[config.mk]
export PLATFORM = sky130hd
export DESIGN_NAME = tbs_core_board
export DESIGN_NICKNAME = d
export VERILOG_FILES = /design/src/rtl/tbs_pkg.sv /design/src/rtl/tbs_debouncer.sv /design/src/rtl/tbs_core_board.sv
export SDC_FILE = /design/constraint.sdc
export NUM_CORES = 1
export LEC_CHECK = 0
export CAP_MARGIN = 30
export CORE_MARGIN = 5
export CORE_UTILIZATION = 60
export CTS_CLUSTER_DIAMETER = 30
export DETAILED_ROUTE_END_ITERATION = 12
export GPL_ROUTABILITY_DRIVEN = 1
export GPL_TIMING_DRIVEN = 1
export PLACE_DENSITY = 0.82
export REMOVE_ABC_BUFFERS = 1
export SLEW_MARGIN = 25
export SYNTH_ARGS = -nofsm -noshare
export SYNTH_HDL_FRONTEND = slang
export SYNTH_HIERARCHICAL = 1
export SYNTH_SLANG_ARGS = --single-unit
[constraint.sdc]
create_clock -name clock_i -period 9.1 [get_ports clock_i]
set_input_delay 1.82 -clock clock_i [delete_from_list [all_inputs] [get_ports clock_i]]
set_output_delay 1.82 -clock clock_i [all_outputs]
set_load 0.02 [all_outputs]
[src/rtl/tbs_pkg.sv]
// tbs_pkg: shared types and constants for the tracking-threshold sampler board.
package tbs_pkg;

  typedef enum logic [1:0] {
    ST_IDLE      = 2'd0,
    ST_WAIT_TRIG = 2'd1,
    ST_SETTLE    = 2'd2,
    ST_SAMPLE    = 2'd3
  } tbs_state_t;

  localparam int unsigned ATBS_STEP_CAP = 64;
  // 8 MHz / 69 ~= 115200 baud
  localparam int unsigned UART_DIV      = 69;

endpackage

[src/rtl/tbs_debouncer.sv]
// tbs_debouncer: 2-FF synchroniser plus inversion of an active-low switch;
// a new level is accepted only after it has been stable for CYCLES clocks.
module tbs_debouncer
  import tbs_pkg::*;
#(
  parameter int unsigned CYCLES = 65536
) (
  input  logic clk,
  input  logic rst,
  input  logic i_sw_n,
  output logic o_level
);

  localparam int unsigned CW = $clog2(CYCLES + 1);

  logic [1:0]    r_sync;
  logic [CW-1:0] r_cnt;
  logic          r_level;
  logic          w_raw;

  assign w_raw = ~r_sync[1];

  always_ff @(posedge clk or posedge rst) begin
    if (rst) begin
      r_sync  <= '1;
      r_cnt   <= '0;
      r_level <= 1'b0;
    end else begin
      r_sync <= {r_sync[0], i_sw_n};
      if (w_raw == r_level) begin
        r_cnt <= '0;
      end else if (r_cnt == CW'(CYCLES - 1)) begin
        r_level <= w_raw;
        r_cnt   <= '0;
      end else begin
        r_cnt <= r_cnt + 1'b1;
      end
    end
  end

  assign o_level = r_level;

endmodule

[src/rtl/tbs_core_board.sv]
// tbs_core_board: tracking-threshold (TBS/ATBS) level-crossing sampler board core.
// Optional build macro UART_TX_EN adds an 8N1 threshold-update stream on uart_tx_o.
module tbs_core_board
  import tbs_pkg::*;
#(
  parameter int unsigned DAC_BITWIDTH      = 10,
  parameter int unsigned DAC_SETTLING_CLKS = 80,
  parameter int unsigned DEBOUNCE_CYCLES   = 65536,
  parameter int unsigned TBS_WINDOW        = 16,
  parameter int unsigned VIRT_DELTA        = 8
) (
  input  logic                    clock_i,
  input  logic                    reset_i,
  input  logic                    comp_upper_i,
  input  logic                    comp_lower_i,
  input  logic                    trigger_start_sampling_i,
  input  logic                    trigger_start_mode_i,
  input  logic                    adaptive_mode_i,
  input  logic                    control_mode_i,
  input  logic                    signal_select_in_i,
  input  logic                    enable_i,
  input  logic                    select_tbs_delta_steps_i,
  input  logic                    ecg_lod_p_i,
  input  logic                    ecg_lod_n_i,
  input  logic                    uart_rx_i,
  output logic                    signal_select_en_o,
  output logic                    signal_select_in_o,
  output logic                    amp_sdn_o,
  output logic                    dac_pd_o,
  output logic                    dac_clr_o,
  output logic                    dac_wr_upper_o,
  output logic                    dac_wr_lower_o,
  output logic [DAC_BITWIDTH-1:0] dac_upper_o,
  output logic [DAC_BITWIDTH-1:0] dac_lower_o,
  output logic                    dac_pwm_upper_o,
  output logic                    dac_pwm_lower_o,
  output logic                    idle_led_o,
  output logic                    overflow_led_o,
  output logic                    underflow_led_o,
  output logic                    ecg_led_o,
  output logic                    analog_trigger_o,
  output logic                    sc_noc_1_o,
  output logic                    sc_noc_2_o,
  output logic                    uart_tx_o
);

  localparam int unsigned N   = DAC_BITWIDTH;
  localparam int unsigned NW  = N + 1;
  localparam int unsigned SCW = $clog2(DAC_SETTLING_CLKS + 1);

  localparam logic [N-1:0]  MID        = N'(1 << (N - 1));
  localparam logic [N-1:0]  UPPER_INIT = MID + N'(TBS_WINDOW);
  localparam logic [N-1:0]  LOWER_INIT = MID - N'(TBS_WINDOW);
  localparam logic [NW-1:0] CODE_MAX   = {1'b0, {N{1'b1}}};
  localparam logic [NW-1:0] STEP_CAP   = NW'(ATBS_STEP_CAP);

  // Switch bits: 0 trigger mode, 1 adaptive, 2 control, 3 signal select, 4 enable, 5 delta
  logic [5:0] w_sw_raw, w_sw, r_sw_prev;
  logic       w_trig_mode, w_adaptive, w_ctrl, w_sel, w_enable, w_delta, w_cfg_change;

  assign w_sw_raw = {select_tbs_delta_steps_i, enable_i, signal_select_in_i,
                     control_mode_i, adaptive_mode_i, trigger_start_mode_i};

  for (genvar g = 0; g < 6; g++) begin : g_deb
    tbs_debouncer #(.CYCLES(DEBOUNCE_CYCLES)) u_deb (
      .clk    (clock_i),
      .rst    (reset_i),
      .i_sw_n (w_sw_raw[g]),
      .o_level(w_sw[g])
    );
  end

  assign w_trig_mode  = w_sw[0];
  assign w_adaptive   = w_sw[1];
  assign w_ctrl       = w_sw[2];
  assign w_sel        = w_sw[3];
  assign w_enable     = w_sw[4];
  assign w_delta      = w_sw[5];
  assign w_cfg_change = |((w_sw ^ r_sw_prev) & 6'b101011);

  logic [1:0] r_cu_sync, r_cl_sync, r_trig_sync;
  logic       r_trig_prev, w_cu, w_cl, w_trig_rise;

  assign w_cu        = r_cu_sync[1];
  assign w_cl        = r_cl_sync[1];
  assign w_trig_rise = r_trig_sync[1] & ~r_trig_prev;

  always_ff @(posedge clock_i or posedge reset_i) begin
    if (reset_i) begin
      r_cu_sync   <= '0;
      r_cl_sync   <= '1;
      r_trig_sync <= '0;
      r_trig_prev <= 1'b0;
      r_sw_prev   <= '0;
    end else begin
      r_cu_sync   <= {r_cu_sync[0], comp_upper_i};
      r_cl_sync   <= {r_cl_sync[0], comp_lower_i};
      r_trig_sync <= {r_trig_sync[0], trigger_start_sampling_i};
      r_trig_prev <= r_trig_sync[1];
      r_sw_prev   <= w_sw;
    end
  end

  tbs_state_t     r_state, w_next;
  logic [SCW-1:0] r_settle_cnt;
  logic [N-1:0]   r_upper, r_lower, w_upper_nxt, w_lower_nxt;
  logic [NW-1:0]  r_step, w_atbs_step, w_step;
  logic           r_dir_valid, r_dir_up, r_ovf, r_unf, r_wr;
  logic           w_event, w_ovf_set, w_unf_set;

  always_ff @(posedge clock_i or posedge reset_i) begin
    if (reset_i) r_state <= ST_IDLE;
    else         r_state <= w_next;
  end

  // Config changes and enable loss override whatever the state itself would do.
  always_comb begin
    w_next = r_state;
    case (r_state)
      ST_IDLE:      if (w_enable) w_next = ST_WAIT_TRIG;
      ST_WAIT_TRIG: if (!w_trig_mode || w_trig_rise) w_next = ST_SETTLE;
      ST_SETTLE:    if (r_settle_cnt == SCW'(DAC_SETTLING_CLKS)) w_next = ST_SAMPLE;
      ST_SAMPLE:    if (w_cu || !w_cl) w_next = ST_SETTLE;
      default:      w_next = ST_IDLE;
    endcase
    if (r_state != ST_IDLE && w_cfg_change) w_next = ST_WAIT_TRIG;
    if (!w_enable) w_next = ST_IDLE;
  end

  assign w_event = (r_state == ST_SAMPLE) && (w_next == ST_SETTLE);

  always_comb begin
    w_atbs_step = NW'(1);
    if (r_dir_valid && (r_dir_up == w_cu))
      w_atbs_step = (r_step >= (STEP_CAP >> 1)) ? STEP_CAP : (r_step << 1);
    if (w_adaptive)   w_step = w_atbs_step;
    else if (w_delta) w_step = NW'(VIRT_DELTA);
    else              w_step = NW'(1);
  end

  always_comb begin
    w_upper_nxt = r_upper;
    w_lower_nxt = r_lower;
    w_ovf_set   = 1'b0;
    w_unf_set   = 1'b0;
    if (w_cu) begin
      if (({1'b0, r_upper} + w_step) <= CODE_MAX) begin
        w_upper_nxt = r_upper + w_step[N-1:0];
        w_lower_nxt = r_lower + w_step[N-1:0];
      end else begin
        w_ovf_set = 1'b1;
      end
    end else begin
      if ({1'b0, r_lower} >= w_step) begin
        w_upper_nxt = r_upper - w_step[N-1:0];
        w_lower_nxt = r_lower - w_step[N-1:0];
      end else begin
        w_unf_set = 1'b1;
      end
    end
  end

  always_ff @(posedge clock_i or posedge reset_i) begin
    if (reset_i) begin
      r_upper      <= UPPER_INIT;
      r_lower      <= LOWER_INIT;
      r_step       <= NW'(1);
      r_dir_valid  <= 1'b0;
      r_dir_up     <= 1'b0;
      r_ovf        <= 1'b0;
      r_unf        <= 1'b0;
      r_wr         <= 1'b0;
      r_settle_cnt <= '0;
    end else begin
      r_wr         <= (w_next == ST_SETTLE) && (r_state != ST_SETTLE);
      r_settle_cnt <= (r_state == ST_SETTLE) ? r_settle_cnt + 1'b1 : '0;
      if (w_next == ST_WAIT_TRIG) begin
        r_upper     <= UPPER_INIT;
        r_lower     <= LOWER_INIT;
        r_ovf       <= 1'b0;
        r_unf       <= 1'b0;
        r_step      <= NW'(1);
        r_dir_valid <= 1'b0;
      end else if (w_event) begin
        r_upper     <= w_upper_nxt;
        r_lower     <= w_lower_nxt;
        r_ovf       <= r_ovf | w_ovf_set;
        r_unf       <= r_unf | w_unf_set;
        r_step      <= w_atbs_step;
        r_dir_up    <= w_cu;
        r_dir_valid <= 1'b1;
      end else if (r_state == ST_SAMPLE && w_next == ST_SAMPLE) begin
        r_step      <= NW'(1);
        r_dir_valid <= 1'b0;
      end
    end
  end

  logic [N-1:0] r_pwm_cnt;
  logic [2:0]   r_noc_cnt;
  logic         r_noc1, r_noc2;

  // Phase 1 on counts 0-2, phase 2 on counts 4-6; counts 3 and 7 are dead time.
  always_ff @(posedge clock_i or posedge reset_i) begin
    if (reset_i) begin
      r_pwm_cnt <= '0;
      r_noc_cnt <= '0;
      r_noc1    <= 1'b0;
      r_noc2    <= 1'b0;
    end else begin
      r_pwm_cnt <= r_pwm_cnt + 1'b1;
      r_noc_cnt <= r_noc_cnt + 1'b1;
      r_noc1    <= (r_noc_cnt < 3'd3);
      r_noc2    <= (r_noc_cnt >= 3'd4) && (r_noc_cnt != 3'd7);
    end
  end

`ifdef UART_TX_EN
  localparam int unsigned BW = $clog2(UART_DIV);

  logic [19:0]   r_tx_shift;
  logic [4:0]    r_tx_bits;
  logic [BW-1:0] r_tx_baud;
  logic          r_tx_busy, r_tx;
  logic [15:0]   w_tx_word;
  logic          w_unused;

  assign w_tx_word = 16'({w_cu, w_upper_nxt});
  assign w_unused  = uart_rx_i;

  // Two 8N1 frames shifted LSB first: high byte, then low byte.
  always_ff @(posedge clock_i or posedge reset_i) begin
    if (reset_i) begin
      r_tx_shift <= '1;
      r_tx_bits  <= '0;
      r_tx_baud  <= '0;
      r_tx_busy  <= 1'b0;
      r_tx       <= 1'b1;
    end else if (!r_tx_busy) begin
      r_tx <= 1'b1;
      if (w_event && w_ctrl) begin
        r_tx_shift <= {1'b1, w_tx_word[7:0], 1'b0, 1'b1, w_tx_word[15:8], 1'b0};
        r_tx_bits  <= '0;
        r_tx_baud  <= '0;
        r_tx_busy  <= 1'b1;
      end
    end else begin
      r_tx <= r_tx_shift[0];
      if (r_tx_baud == BW'(UART_DIV - 1)) begin
        r_tx_baud  <= '0;
        r_tx_shift <= {1'b1, r_tx_shift[19:1]};
        if (r_tx_bits == 5'd19) r_tx_busy <= 1'b0;
        else                    r_tx_bits <= r_tx_bits + 1'b1;
      end else begin
        r_tx_baud <= r_tx_baud + 1'b1;
      end
    end
  end

  assign uart_tx_o = r_tx;
`else
  logic w_unused;
  assign w_unused  = ^{uart_rx_i, w_ctrl};
  assign uart_tx_o = 1'b1;
`endif

  assign dac_upper_o        = r_upper;
  assign dac_lower_o        = r_lower;
  assign dac_wr_upper_o     = r_wr;
  assign dac_wr_lower_o     = r_wr;
  assign dac_pwm_upper_o    = (r_pwm_cnt < r_upper);
  assign dac_pwm_lower_o    = (r_pwm_cnt < r_lower);
  assign overflow_led_o     = r_ovf;
  assign underflow_led_o    = r_unf;
  assign sc_noc_1_o         = r_noc1;
  assign sc_noc_2_o         = r_noc2;
  assign signal_select_en_o = w_enable;
  assign signal_select_in_o = w_sel;
  assign amp_sdn_o          = w_enable;
  assign dac_pd_o           = ~w_enable;
  assign dac_clr_o          = (r_state != ST_IDLE);
  assign idle_led_o         = (r_state == ST_IDLE);
  assign analog_trigger_o   = (r_state == ST_SETTLE) || (r_state == ST_SAMPLE);
  assign ecg_led_o          = ~(ecg_lod_p_i | ecg_lod_n_i);

endmodule

Yosys cells after proc, flatten, opt, wreduce, memory -nomap -nowiden
Index checks and enable logic that the tools add are counted.

operators by class
  equality and inequality tests = 23
  reduce and logical (&&, ||, !) cells = 25
  magnitude comparators = 7
  mux-type cells = 47
  add/sub/neg operators = 14
  bitwise gates (word level) = 21

operator list
  cell                                                                     count
  17-bit 2-to-1 mux                                                        12
  17-bit by 1-bit adder with 17-bit output, second input constant          6
  17-bit by 16-bit equality test with 1-bit output, second input constant  6
  10-bit 2-to-1 mux                                                        10
  11-bit 2-to-1 mux                                                        6
  10-bit adder                                                             2
  10-bit less-than comparator                                              2
  10-bit subtractor                                                        2
  1-bit NOT                                                                16
  2-bit AND reduction                                                      7
  10-bit by 11-bit adder with 11-bit output                                1
  10-bit by 11-bit >= comparator with 1-bit output                         1
  11-bit by 6-bit >= comparator with 1-bit output, second input constant   1
  11-bit by 10-bit <= comparator with 1-bit output, second input constant  1
  1-bit 2-to-1 mux                                                         11
  10-bit by 1-bit adder with 10-bit output, second input constant          1
  2-bit 2-to-1 mux                                                         5
  2-bit equality test, second input constant                               4
  2-bit case mux with 4 select lines                                       1
  7-bit by 1-bit adder with 7-bit output, second input constant            1
  1-bit equality test                                                      7
  7-bit equality test, second input constant                               1
  7-bit 2-to-1 mux                                                         1
  1-bit logical AND                                                        6
  other kinds (18)                                                         26

word-level totals
  input port bits = 14
  word-level logic and storage cells = 174
  flip-flop bits (word level) = 193

Depth between registers and ports, before layout
Gate-level depths: netlist of the first run.

  depth after elaboration = 12
  gate-level depth with buffers = 16
  mapped depth without buffers = 14

By module
Netlist of the first run, hierarchy kept.

modules (own cells, without submodules)
  module          seq. area each (um^2)  times used  cells each  area an instance (um^2)
  tbs_debouncer   503.0                  5           92          968.4
  tbs_core_board  1789.2                 1           469         4564.4

Worst setup path before layout of the first run
Ideal clock, no wire load.

  path kind = input -> output
  start = input ecg_lod_n_i
  end = output ecg_led_o
  slack = 5.167 ns
  data arrival time = 2.113 ns
  stages on the path = 1
  path through = nor2_1

on the way
  cells in the longest elaborated chain, start to end = 2

RTL lines
  element             RTL line               RTL
  start: declaration  tbs_core_board.sv:24   input logic ecg_lod_n_i,
  1-bit OR            tbs_core_board.sv:284  assign ecg_led_o = ~(ecg_lod_p_i | ecg_lod_n_i);
  1-bit NOT           tbs_core_board.sv:284
  end: declaration    tbs_core_board.sv:40   output logic ecg_led_o,

No other way between the ends.

Final worst setup path of the first run
Same ends and word-level chain as after synthesis.

==> flow_metrics.py, run 1 <==
metrics = {
    "clock_network": {
        "cts_setup_buffers": 0,
        "post_cts_resized": 0,
        "root_buffer": "clkbuf_16",
        "cts_hold_buf": 0,
        "cts_tree": "built",
        "numCtsBuffers": 17,
        "htreeDepth": 4,
        "clockBufferDepth": 2,
        "cts.clk_slew.worst_paths_ns": 0.06,
        "clock-sinks": 171,
        "clock_latency_ns": 0.43,
    },
    "sta": {
        "hold_viol_final": 0,
        "finalSetupViolCount": 0,
        "setup_tns_ns": 0,
        "fmax_mhz": 210.5,
        "slew_viol_final": 0,
        "slew_headroom_pct": 48.29,
        "period_minus_slack_ns": 4.750,
        "worst_pin_slew_ns": 0.7748,
        "fin_skew_ns": 0.007585,
        "fin_ws_ns": 4.350,
        "finalCritPeriodShare_pct": 52.20,
        "rsz0062_at_grt": "false",
    },
    "global_routing": {
        "antenna_found_initial": 0,
        "grt_max_degree": 72,
        "overflow": 0,
        "grt_pass1_wl_um": 31350,
        "grt_pass1_vias": 6655,
        "track_usage_pct": 20.99,
    },
    "synthesis": {
        "synth_most_common_cell": "dfrtp_1",
        "ys_seq_area_share_pct": 45.76,
        "synth_compound_area_share_pct": 10.92,
        "synth_cells": 929,
        "synthSimpleGateAreaFrac_pct": 19.91,
        "synth_edf_count": 0,
        "synth.area.top_cells": "dfrtp_1 40%, ha_1 8.6%, dfstp_2 5.6%",
        "synth.top_cells.by_count": "151 x dfrtp_1, 100 x nor2_1, 76 x inv_1",
        "ys.warnings.count": 6,
        "synth_top_area_share_pct": 40.17,
        "synth_area_um2": 9407,
        "avgSynthCellArea_um2": 10.13,
        "async_reset_ff_share_pct": 100.0,
        "synth.area.mux_share_pct": 1.237,
        "ys_types": 60,
        "synthAdderAreaFrac_pct": 9.072,
        "synth_top_family_by_area": "simple AND/OR/NAND/NOR gates",
        "synth_ff_type": "dfrtp_1",
        "ys_seq_elements": 171,
        "yosys.area_share.xor_xnor_pct": 8.460,
        "synth_area_leader_cell": "dfrtp_1",
    },
    "power": {
        "power_w": 0.001600,
        "powerDensity_nw_per_um2": 149.8,
        "peakVddDrop_uv": 134.9,
        "leakagePower_nw": 4.811,
    },
    "floorplan": {
        "fp.dieH_um": 135.2,
        "placementRows": 45,
        "initial_core_util_pct": 61.42,
        "die_w_um": 135.2,
        "core_um2": 15310,
        "pin_count": 51,
        "die_area_um2": 18280,
    },
    "routing": {
        "wirelength_um": 18310,
        "wl_per_cell_um": 15.16,
        "num_vias": 6827,
        "first_pass_iters": 6,
        "initialDrtViolationCount": 492,
        "routed_via_density": 5.651,
        "drtAntennaViolNets": 0,
        "drc": 0,
    },
    "critical_path": {
        "crit_type": "input pin to primary output",
        "startpoint_type": "input pin",
        "endpoint_kind": "primary output",
        "max_stage_delay_ns": 0.61,
        "path_buf_inv": 2,
        "crit_top_cell": "clkdlybuf4s50_1",
        "crit_required_ns": 7.28,
        "crit_fanout": 1,
        "critPathLaunch": "ecg_lod_n_i",
        "cp_cell_sequence": "clkdlybuf4s50_1 -> nor2_1 -> clkdlybuf4s50_1",
        "cp_data_arrival_time_ns": 2.93,
        "crit_slowest_cell": "clkdlybuf4s50_1",
        "reg2reg_from": "r_cu_sync[1]$_DFF_PP0_",
        "cpLargestDelayFamily": "buffers and inverters",
    },
    "flow_run": {
        "drv_cap": 0,
    },
    "outcome": {
        "outcome": "finished, final reports clean",
    },
    "min_path": {
        "hp-class": "register to register",
        "min_from": "r_trig_sync[0]$_DFF_PP0_",
    },
    "layout": {
        "drive_gt1_share_pct": 9.629,
        "register_area_um2": 4304,
        "antennaDiodeCount": 0,
        "finalInstanceArea_um2": 10680,
        "multi_input_area_um2": 4692,
        "final_core_util_pct": 69.74,
        "fillCellCount": 1147,
        "layout.nets": 1065,
        "area_growth_pct": 13.54,
    },
    "placed_design": {
        "port_buffers": 47,
        "place_congestion": 0.8127,
        "place_hpwl_um": 12680,
        "pre_cts_ws_ns": 4.343,
        "place_area_um2": 10040,
    },
}
==> stage by stage <==
| step | hold slack [ns] | instances |
|---|---|---|
| detailed placement | 0.3347 | 1175 |
| floorplan | 0.3312 | 914 |
| CTS | 0.3502 | 1207 |
| global placement | 0.3342 | 1175 |
| finish | 0.3480 | 1208 |
| global route | 0.3572 | 1208 |
==> state kept, by name (all words and copies together), names as in the netlist, 3 cells and up <==
signal	flops
dac_lower_o	10
dac_upper_o	10
g_deb.u_deb/o_level	5
g_deb.u_deb/r_cnt	85
g_deb.u_deb/r_sync	10
r_noc_cnt	3
r_pwm_cnt	10
r_settle_cnt	7
r_step	11
r_sw_prev	4
==> worst reg2reg max path, cell delays in order, from the launching register on <==
cell and delay [ns]:
dfrtp_1 0.71, xor2_2 0.19, nor2_1 0.51, nor2_1 0.20, ha_1 0.32, nand2b_1 0.09, a31oi_1 0.10, o311ai_0 0.43
a211oi_1 0.16, or3b_1 0.40, buf_4 0.26, mux2_4 0.35, a21oi_1 0.14
==> layer usage <==
metal,track usage [%],share of wire [%],wire (um),up-vias
li1,-,-,-,3351
met3,3.826,3.3,611,39
met1,28.03,46,8432,3309
met2,34.38,48,8828,128
met5,0,0,0,-
met4,7.839,2.4,437,0
==> report_power, final <==
| group | switching [W] | internal [W] | total [W] |
|---|---|---|---|
| Clock | 0.000317 | 0.000439 | 0.000755 |
| Sequential | 0.00000820 | 0.000772 | 0.000780 |
| Combinational | 0.0000409 | 0.0000241 | 0.0000650 |
| Total | 0.000366 | 0.00123 | 0.00160 |
==> placed cells by master (no fill, tap or decap), drive strengths merged, types with 4 or more instances in the layout <==
| master | count |
|---|---|
| xnor2 | 59 |
| clkinv | 4 |
| buf | 4 |
| nand2b | 9 |
| a31oi | 7 |
| clkbuf | 18 |
| and3 | 13 |
| a311oi | 5 |
| a41o | 5 |
| xor2 | 31 |
| conb | 7 |
| and4 | 10 |
| nand4 | 37 |
| o21ai | 58 |
| nand3 | 44 |
| a22o | 8 |
| nor2 | 100 |
| nor2b | 7 |
| dfrtp | 151 |
| or3 | 22 |
| dfstp | 20 |
| o21a | 6 |
| mux2i | 9 |
| nor4 | 10 |
| a211oi | 5 |
| a21oi | 40 |
| or2 | 7 |
| ha | 65 |
| a21o | 4 |
| clkdlybuf4s50 | 47 |
| nand2 | 35 |
| inv | 81 |
| o31ai | 4 |
| and2 | 20 |
| nor3 | 16 |
==> cells by family after synthesis <==
group                      count (synthesis)
and+or+nand+nor                          335
DFF                                      171
AOI/OAI and AO/OA                        157
buffers and inverters                     96
xor gates and xnor gates                  90
adders and majority gates                 67
muxes                                     11
other                                      2
==> worst paths after layout <==
path	to	slack (ns)	cells after the start
worst max-delay path	ecg_led_o	4.35	3
worst min-delay path	r_trig_sync[1]$_DFF_PP0_	0.35	0
worst max register to register	dac_upper_o[9]$_DFFE_PP1P_	5.17	12
worst min register to register	r_trig_sync[1]$_DFF_PP0_	0.35	0
max in group asynchronous	g_deb[4].u_deb/r_cnt[11]$_DFF_PP0_	6.49	2
min in group asynchronous	r_step[5]$_DFFE_PP0P_	1.98	3
==> cell type report <==
| type | instances | share of cell area, % |
|---|---|---|
| repair buffers | 51 | 4.873 |
| multi-input cells | 667 | 43.93 |
| clock inverters | 14 | 1.734 |
| flip-flops and latches | 171 | 40.30 |
| clock buffers | 18 | 4.018 |
| well taps | 211 | 2.472 |
| inverters | 76 | 2.671 |
(Power assumes the default switching activity.)
==> run 2, diff against run 1 <==
==> constraint.sdc (replaced) <==
create_clock -name clock_i -period 4.73 [get_ports clock_i]
set_input_delay 0.946 -clock clock_i [delete_from_list [all_inputs] [get_ports clock_i]]
set_output_delay 0.946 -clock clock_i [all_outputs]
set_load 0.02 [all_outputs]
==> flow_metrics.py, run 2 (synthesized netlist as in run 1, its figures left out) <==
metrics = {
    "outcome": {
        "outcome": "finished, final reports clean",
    },
    "routing": {
        "drtAntennaViolNets": 0,
        "wirelength_um": 18200,
        "first_pass_iters": 5,
        "wl_per_cell_um": 15.09,
        "drc": 0,
        "num_vias": 6762,
        "routed_via_density": 5.607,
        "initialDrtViolationCount": 359,
    },
    "layout": {
        "finalInstanceArea_um2": 10570,
        "layout.nets": 1064,
        "final_cells": 1206,
        "final_cell_mix": "151 x dfrtp_1, 100 x nor2_1, 75 x inv_1",
        "largest_register_ffs": 85,
        "top_register": "g_deb.u_deb/r_cnt",
        "final_common_cell": "dfrtp_1",
        "antennaDiodeCount": 0,
        "largest_registers": "g_deb.u_deb/r_cnt (85), r_step (11)",
        "area_growth_pct": 12.37,
        "drive_gt1_share_pct": 9.246,
    },
    "clock_network": {
        "numCtsBuffers": 17,
        "clock_latency_ns": 0.42,
        "cts_tree": "built",
        "clockBufferDepth": 2,
        "clock-sinks": 171,
        "cts.clk_slew.worst_paths_ns": 0.06,
        "root_buffer": "clkbuf_16",
        "cts_setup_buffers": 0,
        "cts_hold_buf": 0,
        "htreeDepth": 4,
        "post_cts_resized": 0,
    },
    "sta": {
        "fin_skew_ns": 0.009861,
        "fmax_mhz": 248.3,
        "slew_viol_final": 0,
        "rsz0062_at_grt": "false",
        "finalCritPeriodShare_pct": 85.16,
        "fin_ws_ns": 0.7021,
        "hold_viol_final": 0,
        "slew_headroom_pct": 45.68,
        "setup_tns_ns": 0,
        "worst_pin_slew_ns": 0.8140,
        "finalSetupViolCount": 0,
        "period_minus_slack_ns": 4.028,
    },
    "global_routing": {
        "track_usage_pct": 20.66,
        "grt_max_degree": 42,
        "grt_pass1_vias": 6612,
        "overflow": 0,
        "met3_usage_pct": 3.863,
        "antenna_found_initial": 0,
        "use_met1_pct": 27.79,
        "grt_pass1_wl_um": 30840,
        "grtUsageMet2_pct": 33.32,
        "grt_busiest_layer": "met2",
    },
    "critical_path": {
        "startpoint_type": "register",
        "cp_cell_sequence": "xor2_2 -> nor2_1 -> nor2_1 -> ha_1 -> nand2b_1 -> a31oi_1 -> o311ai_0 -> a211oi_1 -> or3b_1 -> buf_4 -> o31ai_1",
        "endpoint_kind": "register",
        "cpLargestDelayFamily": "simple AND/OR/NAND/NOR gates",
        "crit_slowest_cell": "dfrtp_1",
        "crit_fanout": 19,
        "crit_required_ns": 5.06,
        "crit_type": "register to register",
        "path_buf_inv": 1,
        "max_stage_delay_ns": 0.72,
        "cp_data_arrival_time_ns": 4.35,
        "crit_top_cell": "nor2_1",
    },
    "min_path": {
        "hp-class": "register to register",
    },
    "floorplan": {
        "core_um2": 15310,
        "die_w_um": 135.2,
        "die_area_um2": 18280,
        "initial_core_util_pct": 61.42,
        "placementRows": 45,
        "fp.dieH_um": 135.2,
        "pin_count": 51,
    },
    "power": {
        "peakVddDrop_uv": 253.9,
        "powerDensity_nw_per_um2": 272.7,
        "leakagePower_nw": 4.756,
    },
    "placed_design": {
        "pre_cts_ws_ns": 0.7997,
        "dpl.cell_count": 1175,
        "place_area_um2": 10040,
        "place_hpwl_um": 13060,
        "port_buffers": 47,
        "place_congestion": 0.8018,
    },
    "flow_run": {
        "drv_cap": 0,
    },
}
run 2: cell types whose count changed in the layout (fill, tap and decap cells not counted), sizes merged:
| cell | delta |
|---|---|
| buf | -1 |
| bufinv | -3 |
| clkbuf | +4 |
| clkinvlp | +1 |
| inv | -3 |
run 2: final timing paths:
kind                                               to                     start  cells past startpoint  slack (ns)
min in group asynchronous  dac_lower_o[2]$_DFFE_PP0P_                   reset_i                      2        1.20
min reg2reg                  r_trig_sync[1]$_DFF_PP0_  r_trig_sync[0]$_DFF_PP0_                      0        0.35
min                          r_trig_sync[1]$_DFF_PP0_  r_trig_sync[0]$_DFF_PP0_                      0        0.35
max                        dac_upper_o[5]$_DFFE_PP0P_    r_cu_sync[1]$_DFF_PP0_                     11        0.70
max reg2reg                dac_upper_o[5]$_DFFE_PP0P_    r_cu_sync[1]$_DFF_PP0_                     11        0.70
max in group asynchronous  dac_lower_o[8]$_DFFE_PP1P_                   reset_i                      3        2.55
run 2: per-layer routing:
metal | vias up | part of all wire [%]
li1 | 3359 | -
met1 | 3241 | 45
met2 | 128 | 48
met3 | 34 | 3.7
met4 | 0 | 2.6
met5 | - | 0
run 2: cell type report:
type,count,area [um^2]
clock buffer,22,464.2
clock inverter,9,67.56
fill,1157,4745
inverter,76,285.3
multi-input combinational,667,4692
sequential,171,4304
tap,211,264.0
timing repair buffer,50,493.0
run 2: stage by stage:
stage               hold WS [ns]  utilization, %  total power [W]
detailed placement        0.3347           65.55         0.001650
global placement          0.3348           65.55         0.001647
floorplan                 0.3312               -         0.001611
CTS                       0.3522           69.02         0.002910
finish                    0.3523           69.02         0.002883
global route              0.3630           69.02         0.002992
run 2: power by group:
group,internal (W),leakage (nW),switching [W]
combinational,0.0000441,2.23,0.0000779
clock,0.000699,0.253,0.000560
sequential,0.00148,2.27,0.0000163
total,0.00223,4.76,0.000654
==> run 3, diff against run 2 <==
--- a/config.mk
+++ b/config.mk
@@ -6,7 +6,6 @@
 export NUM_CORES = 1
 export LEC_CHECK = 0
 export CAP_MARGIN = 30
-export CORE_MARGIN = 5
 export CORE_UTILIZATION = 60
 export CTS_CLUSTER_DIAMETER = 30
 export DETAILED_ROUTE_END_ITERATION = 12
==> flow_metrics.py, run 3 (synthesized netlist as in run 1, its figures left out) <==
metrics = {
    "critical_path": {
        "crit_fanout": 22,
        "reg2reg_from": "r_cu_sync[1]$_DFF_PP0_",
        "crit_required_ns": 5.06,
        "crit_slowest_cell": "dfrtp_1",
        "startpoint_type": "register",
        "reg2reg_depth": 13,
        "crit_type": "register to register",
        "cp_data_arrival_time_ns": 4.31,
        "cp_cell_sequence": "xor2_2 -> nor4bb_1 -> buf_4 -> nand2_1 -> ha_1 -> a211o_1 -> a31oi_1 -> o311ai_0 -> a211oi_1 -> or3b_1 -> buf_4 -> nand3_1 -> o31ai_1",
        "reg2reg_to": "dac_lower_o[3]$_DFFE_PP0P_",
        "endpoint_kind": "register",
        "reg2reg_slack_ns": 0.74,
        "max_stage_delay_ns": 0.70,
        "crit_top_cell": "buf_4",
    },
    "routing": {
        "first_pass_iters": 4,
        "drc": 0,
        "wl_met2_um": 8609,
        "num_vias": 6838,
        "met1Wirelength_um": 8246,
        "drtAntennaViolNets": 0,
        "wl_per_cell_um": 14.81,
        "wirelength_um": 17890,
        "routed_via_density": 5.661,
        "wl_met3_um": 692,
        "initialDrtViolationCount": 334,
        "routed.top_layer": "met4",
    },
    "clock_network": {
        "post_cts_resized": 0,
        "cts_tree": "built",
        "htreeDepth": 4,
        "clock_latency_ns": 0.43,
        "cts.clk_slew.worst_paths_ns": 0.07,
        "cts_setup_buffers": 0,
        "clockBufferDepth": 2,
        "clock-sinks": 171,
        "root_buffer": "clkbuf_16",
        "numCtsBuffers": 17,
        "cts_hold_buf": 0,
    },
    "sta": {
        "setup_tns_ns": 0,
        "slew_viol_final": 0,
        "hold_viol_final": 0,
        "finalCritPeriodShare_pct": 84.33,
        "period_minus_slack_ns": 3.989,
        "rsz0062_at_grt": "false",
        "fin_skew_ns": 0.006086,
        "worst_pin_slew_ns": 0.7732,
        "fmax_mhz": 250.7,
        "finalSetupViolCount": 0,
        "slew_headroom_pct": 48.38,
    },
    "power": {
        "p_int_w": 0.002317,
        "peakVddDrop_uv": 284.2,
        "power_frac_seq_pct": 50.0,
        "power.switching_w": 0.0006835,
        "leakagePower_nw": 4.796,
        "clkPwrFrac_pct": 45.9,
        "combPwrFrac_pct": 4.1,
        "powerDensity_nw_per_um2": 281.7,
        "switching_share_pct": 22.78,
    },
    "floorplan": {
        "placementRows": 45,
        "pin_count": 51,
        "die_w_um": 127.2,
        "initial_core_util_pct": 61.65,
        "core_um2": 15260,
        "fp.dieH_um": 127.2,
        "die_area_um2": 16180,
    },
    "layout": {
        "final_common_cell": "dfrtp_1",
        "antennaDiodeCount": 0,
        "drive_gt1_share_pct": 9.729,
        "final_core_util_pct": 69.81,
        "largest_registers": "g_deb.u_deb/r_cnt (85), r_step (11)",
        "largest_register_ffs": 85,
        "layout.nets": 1065,
        "area_growth_pct": 13.24,
        "top_register": "g_deb.u_deb/r_cnt",
        "final_cell_mix": "151 x dfrtp_1, 100 x nor2_1, 75 x inv_1",
    },
    "flow_run": {
        "drv_cap": 0,
    },
    "min_path": {
        "min_from": "r_cu_sync[0]$_DFF_PP0_",
        "holdPathStages": 0,
        "min_to": "r_cu_sync[1]$_DFF_PP0_",
        "hp-class": "register to register",
    },
    "placed_design": {
        "place_hpwl_um": 12840,
        "place_congestion": 0.8467,
        "port_buffers": 47,
    },
    "global_routing": {
        "grt_max_degree": 38,
        "overflow": 0,
        "grt_pass1_vias": 6823,
        "grt_pass1_wl_um": 31520,
        "antenna_found_initial": 0,
        "track_usage_pct": 24.50,
    },
    "outcome": {
        "outcome": "finished, final reports clean",
    },
}
run 3: changes by cell type in the layout (fill, tap and decap cells not counted), moves of 2 or more:
| cell | change |
|---|---|
| inv_6 | -2 |
| clkbuf_8 | +2 |
| clkinv_4 | +3 |
| clkbuf_1 | -3 |
run 3: layout make-up:
type	instances	area [um^2]
sequential	171	4304
tap	211	264.0
fill	1140	4607
clock inverter	11	112.6
inverter	76	285.3
clock buffer	21	480.5
timing repair buffer	51	513.0
multi-input combinational	667	4692
run 3: through the flow:
step	total power [W]	cell area, um^2	cells	hold WS (ns)	setup WS, ns
after floorplan	0.001611	9281	914	0.3312	0.7177
after global placement	0.001648	10060	1176	0.3340	0.9556
after detailed placement	0.001651	10060	1176	0.3409	0.8524
after CTS	0.003032	10650	1208	0.3556	0.7440
after global routing	0.003113	10650	1208	0.3591	0.3791
final	0.003000	10650	1208	0.3514	0.7412
run 3: per-layer routing:
layer,vias up,track usage [%]
met5,-,0
met4,0,9.174
met3,29,5.067
met2,126,40.37
met1,3327,32.12
li1,3356,-
run 3: how the worst max path moves through the flow:
stage                                 startpoint                          to  slack (ns)
after global routing      r_cu_sync[1]$_DFF_PP0_  dac_upper_o[3]$_DFFE_PP0P_        0.38
final                     r_cu_sync[1]$_DFF_PP0_  dac_lower_o[3]$_DFFE_PP0P_        0.74
after CTS                 r_cu_sync[1]$_DFF_PP0_  dac_upper_o[2]$_DFFE_PP0P_        0.74
after floorplan           r_cu_sync[1]$_DFF_PP0_  dac_upper_o[9]$_DFFE_PP1P_        0.72
after detailed placement  r_cu_sync[1]$_DFF_PP0_  dac_lower_o[3]$_DFFE_PP0P_        0.85
after global placement    r_cu_sync[1]$_DFF_PP0_  dac_upper_o[5]$_DFFE_PP0P_        0.96
run 3: critical path: cells and delay by family, from the launching register on:
| kind | cells | cell delay (ns) |
|---|---|---|
| AO/OA/AOI/OAI | 5 | 1.07 |
| AND/OR/NAND/NOR | 4 | 1.06 |
| flip-flops | 1 | 0.70 |
| buffers and inverters | 2 | 0.56 |
| adder cells (fa/ha/maj) | 1 | 0.30 |
| XOR/XNOR | 1 | 0.18 |
run 3: power by group through the flow:
| stage | clock, W | combinational, W | sequential, W |
|---|---|---|---|
| floorplan | 0 | 0.0000883 | 0.00152 |
| global placement | 0 | 0.000121 | 0.00153 |
| detailed placement | 0 | 0.000124 | 0.00153 |
| CTS | 0.00141 | 0.000125 | 0.00150 |
| global route | 0.00147 | 0.000141 | 0.00150 |
| finish | 0.00138 | 0.000123 | 0.00150 |
==> RTL change (flow settings as in run 1) <==
Put a register stage on the output `dac_pwm_lower_o`, with the module's reset. The value now appears one clock later. The other outputs are not delayed to match.
--- a/src/rtl/tbs_core_board.sv
+++ b/src/rtl/tbs_core_board.sv
@@ -269,7 +269,13 @@
   assign dac_wr_upper_o     = r_wr;
   assign dac_wr_lower_o     = r_wr;
   assign dac_pwm_upper_o    = (r_pwm_cnt < r_upper);
-  assign dac_pwm_lower_o    = (r_pwm_cnt < r_lower);
+  always_ff @(posedge clock_i or posedge reset_i) begin
+    if (reset_i) begin
+      dac_pwm_lower_o <= '0;
+    end else begin
+      dac_pwm_lower_o <= (r_pwm_cnt < r_lower);
+    end
+  end
   assign overflow_led_o     = r_ovf;
   assign underflow_led_o    = r_unf;
   assign sc_noc_1_o         = r_noc1;
Formal check against the unedited RTL: not equivalent (Yosys sat finds a counterexample within 4 cycles, from zero or initial values and one cycle with reset_i high).
==> RTL change against run 1 <==
- largest cell class unchanged
- register-to-register slack improved by 100 ps
- setup slack got worse by 33 ps
- clock power decreased by 0.9%
- total power decreased by 0.21%
- worst hold slack improved by 5.2 ps
- die area increased by 0.24%
- core utilization increased by 0.18 points
- sequential cell count increased by 1
- wire length decreased by 1.4%
- sequential share of layout area increased by 0.13 points
- cell area increased by 0.26%
- area after synthesis increased by 0.27%
==> RTL change: results <==
synth:
  postSynthCellCount: 930
  async_flop_share: 1.000
  yosys-top-cells-area: "dfrtp_1 40%, ha_1 8.6%, dfstp_2 5.6%"
  yosysWarnings: 6
  ys_top_cells_by_count: "152 x dfrtp_1, 100 x nor2_1, 76 x inv_1, 65 x ha_1, 59 x xnor2_1"
  synth_top_flop_cell: "dfrtp_1"
  ys_types: 60
  yosysSeqAreaShare: 0.4590
placement:
  dp_hpwl_mm: 12.79
  placed_area_mm2: 0.01006
  preCtsSetupSlack_ps: 4356
  port_buffers: 47
  place_congestion: 0.8245
power_and_ir_drop:
  pwr_density_cell_mw_per_mm2: 149.1
  peakVddDrop_mv: 0.1328
  leakage_nw: 4.825
grt:
  grt_pass1_wl_mm: 31.08
  grt_start_max_net_pins: 73
  first_global_vias: 6638
  antenna_found_initial: 0
  track_usage: 0.2072
clocking:
  cts_buffer_depth: 2
  post-cts-setup-buffers: 0
  cts_resized: 0
  clock_latency_ps: 420
  cts_buffers: 17
route:
  routedWlPerCell_um: 14.93
  via_per_inst: 5.636
  drt_iter0_drc: 425
  dr.pass1.iters: 5
worst_setup_path:
  cp.arrival_ps: 2960
  critPathMaxFanout: 6
  critPathLaunch: "dac_upper_o[1]"
  slowest_stage: "clkdlybuf4s50_1"
  cpPeakStageDelay_ps: 590
  reg2reg_from: "r_cu_sync[1]"
sta:
  worst_pin_slew_ps: 757.0
  fin_worst_skew_ps: 7.993
outcome:
  status: "complete, no violations"
final_layout:
  fin_cells: 1209
  drive_gt1_frac: 0.09719
  largestRegisters: "g_deb.u_deb/r_cnt x85, r_step x11"
  nFillCells: 1179
  num-nets-final: 1066
hold_path:
  min_path_type: "flip-flop to flip-flop"
RTL change: changes by cell type after synthesis, sizes merged:
cell / run 1 / this run
dfrtp: 151 / 152
RTL change: cell type report:
class,instances,share of cell area
well taps,211,0.02466
inverters,76,0.02676
multi-input cells,667,0.4382
repair buffers,51,0.04861
clock buffers,19,0.04230
flip-flops and latches,172,0.4043
clock inverters,13,0.01519
RTL change: critical path: cells and delay by family, from the launching register on:
family,cells,cell delay (ps)
AOI/OAI and AO/OA,5,770
DFF,1,470
and+or+nand+nor,1,250
buffers and inverters,2,720
adders and majority gates,1,310
RTL change: kinds of logic (layout without fill, tap and decap cells):
kind of cell               Yosys count  after routing  synth area share
AOI/OAI and AO/OA                  157            157            0.1089
xor gates and xnor gates            90             90           0.08437
adders and majority gates           67             67           0.09048
buffers and inverters               96            159           0.04550
DFF                                172            172            0.4590
muxes                               11             11           0.01234
other                                2              7         0.0007963
and+or+nand+nor                    335            335            0.1986
RTL change: final timing paths:
check                                              end  slack [ps]  cells after the start
worst min register to register          r_trig_sync[1]         350                      0
min in group asynchronous                    r_step[5]        2040                      3
worst max-delay path                   dac_pwm_upper_o        4320                      9
worst max register to register          dac_upper_o[9]        5270                     13
worst min-delay path                    r_trig_sync[1]         350                      0
max in group asynchronous       g_deb[0].u_deb/o_level        6430                      2
RTL change: report_power, final:
part           switching [mW]  leakage [nW]  internal [mW]
Sequential            0.00808          2.28          0.776
Combinational          0.0406          2.24         0.0241
Clock                   0.300         0.301          0.448
Total                   0.348          4.83           1.25
RTL change: per-layer routing:
metal  up-vias  routed length, um  GRT usage
li1       3352                  -          -
met1      3300               8362     0.2809
met2       130               8772     0.3421
met3        32                604    0.03232
met4         0                309    0.06999
met5         -                  0          0
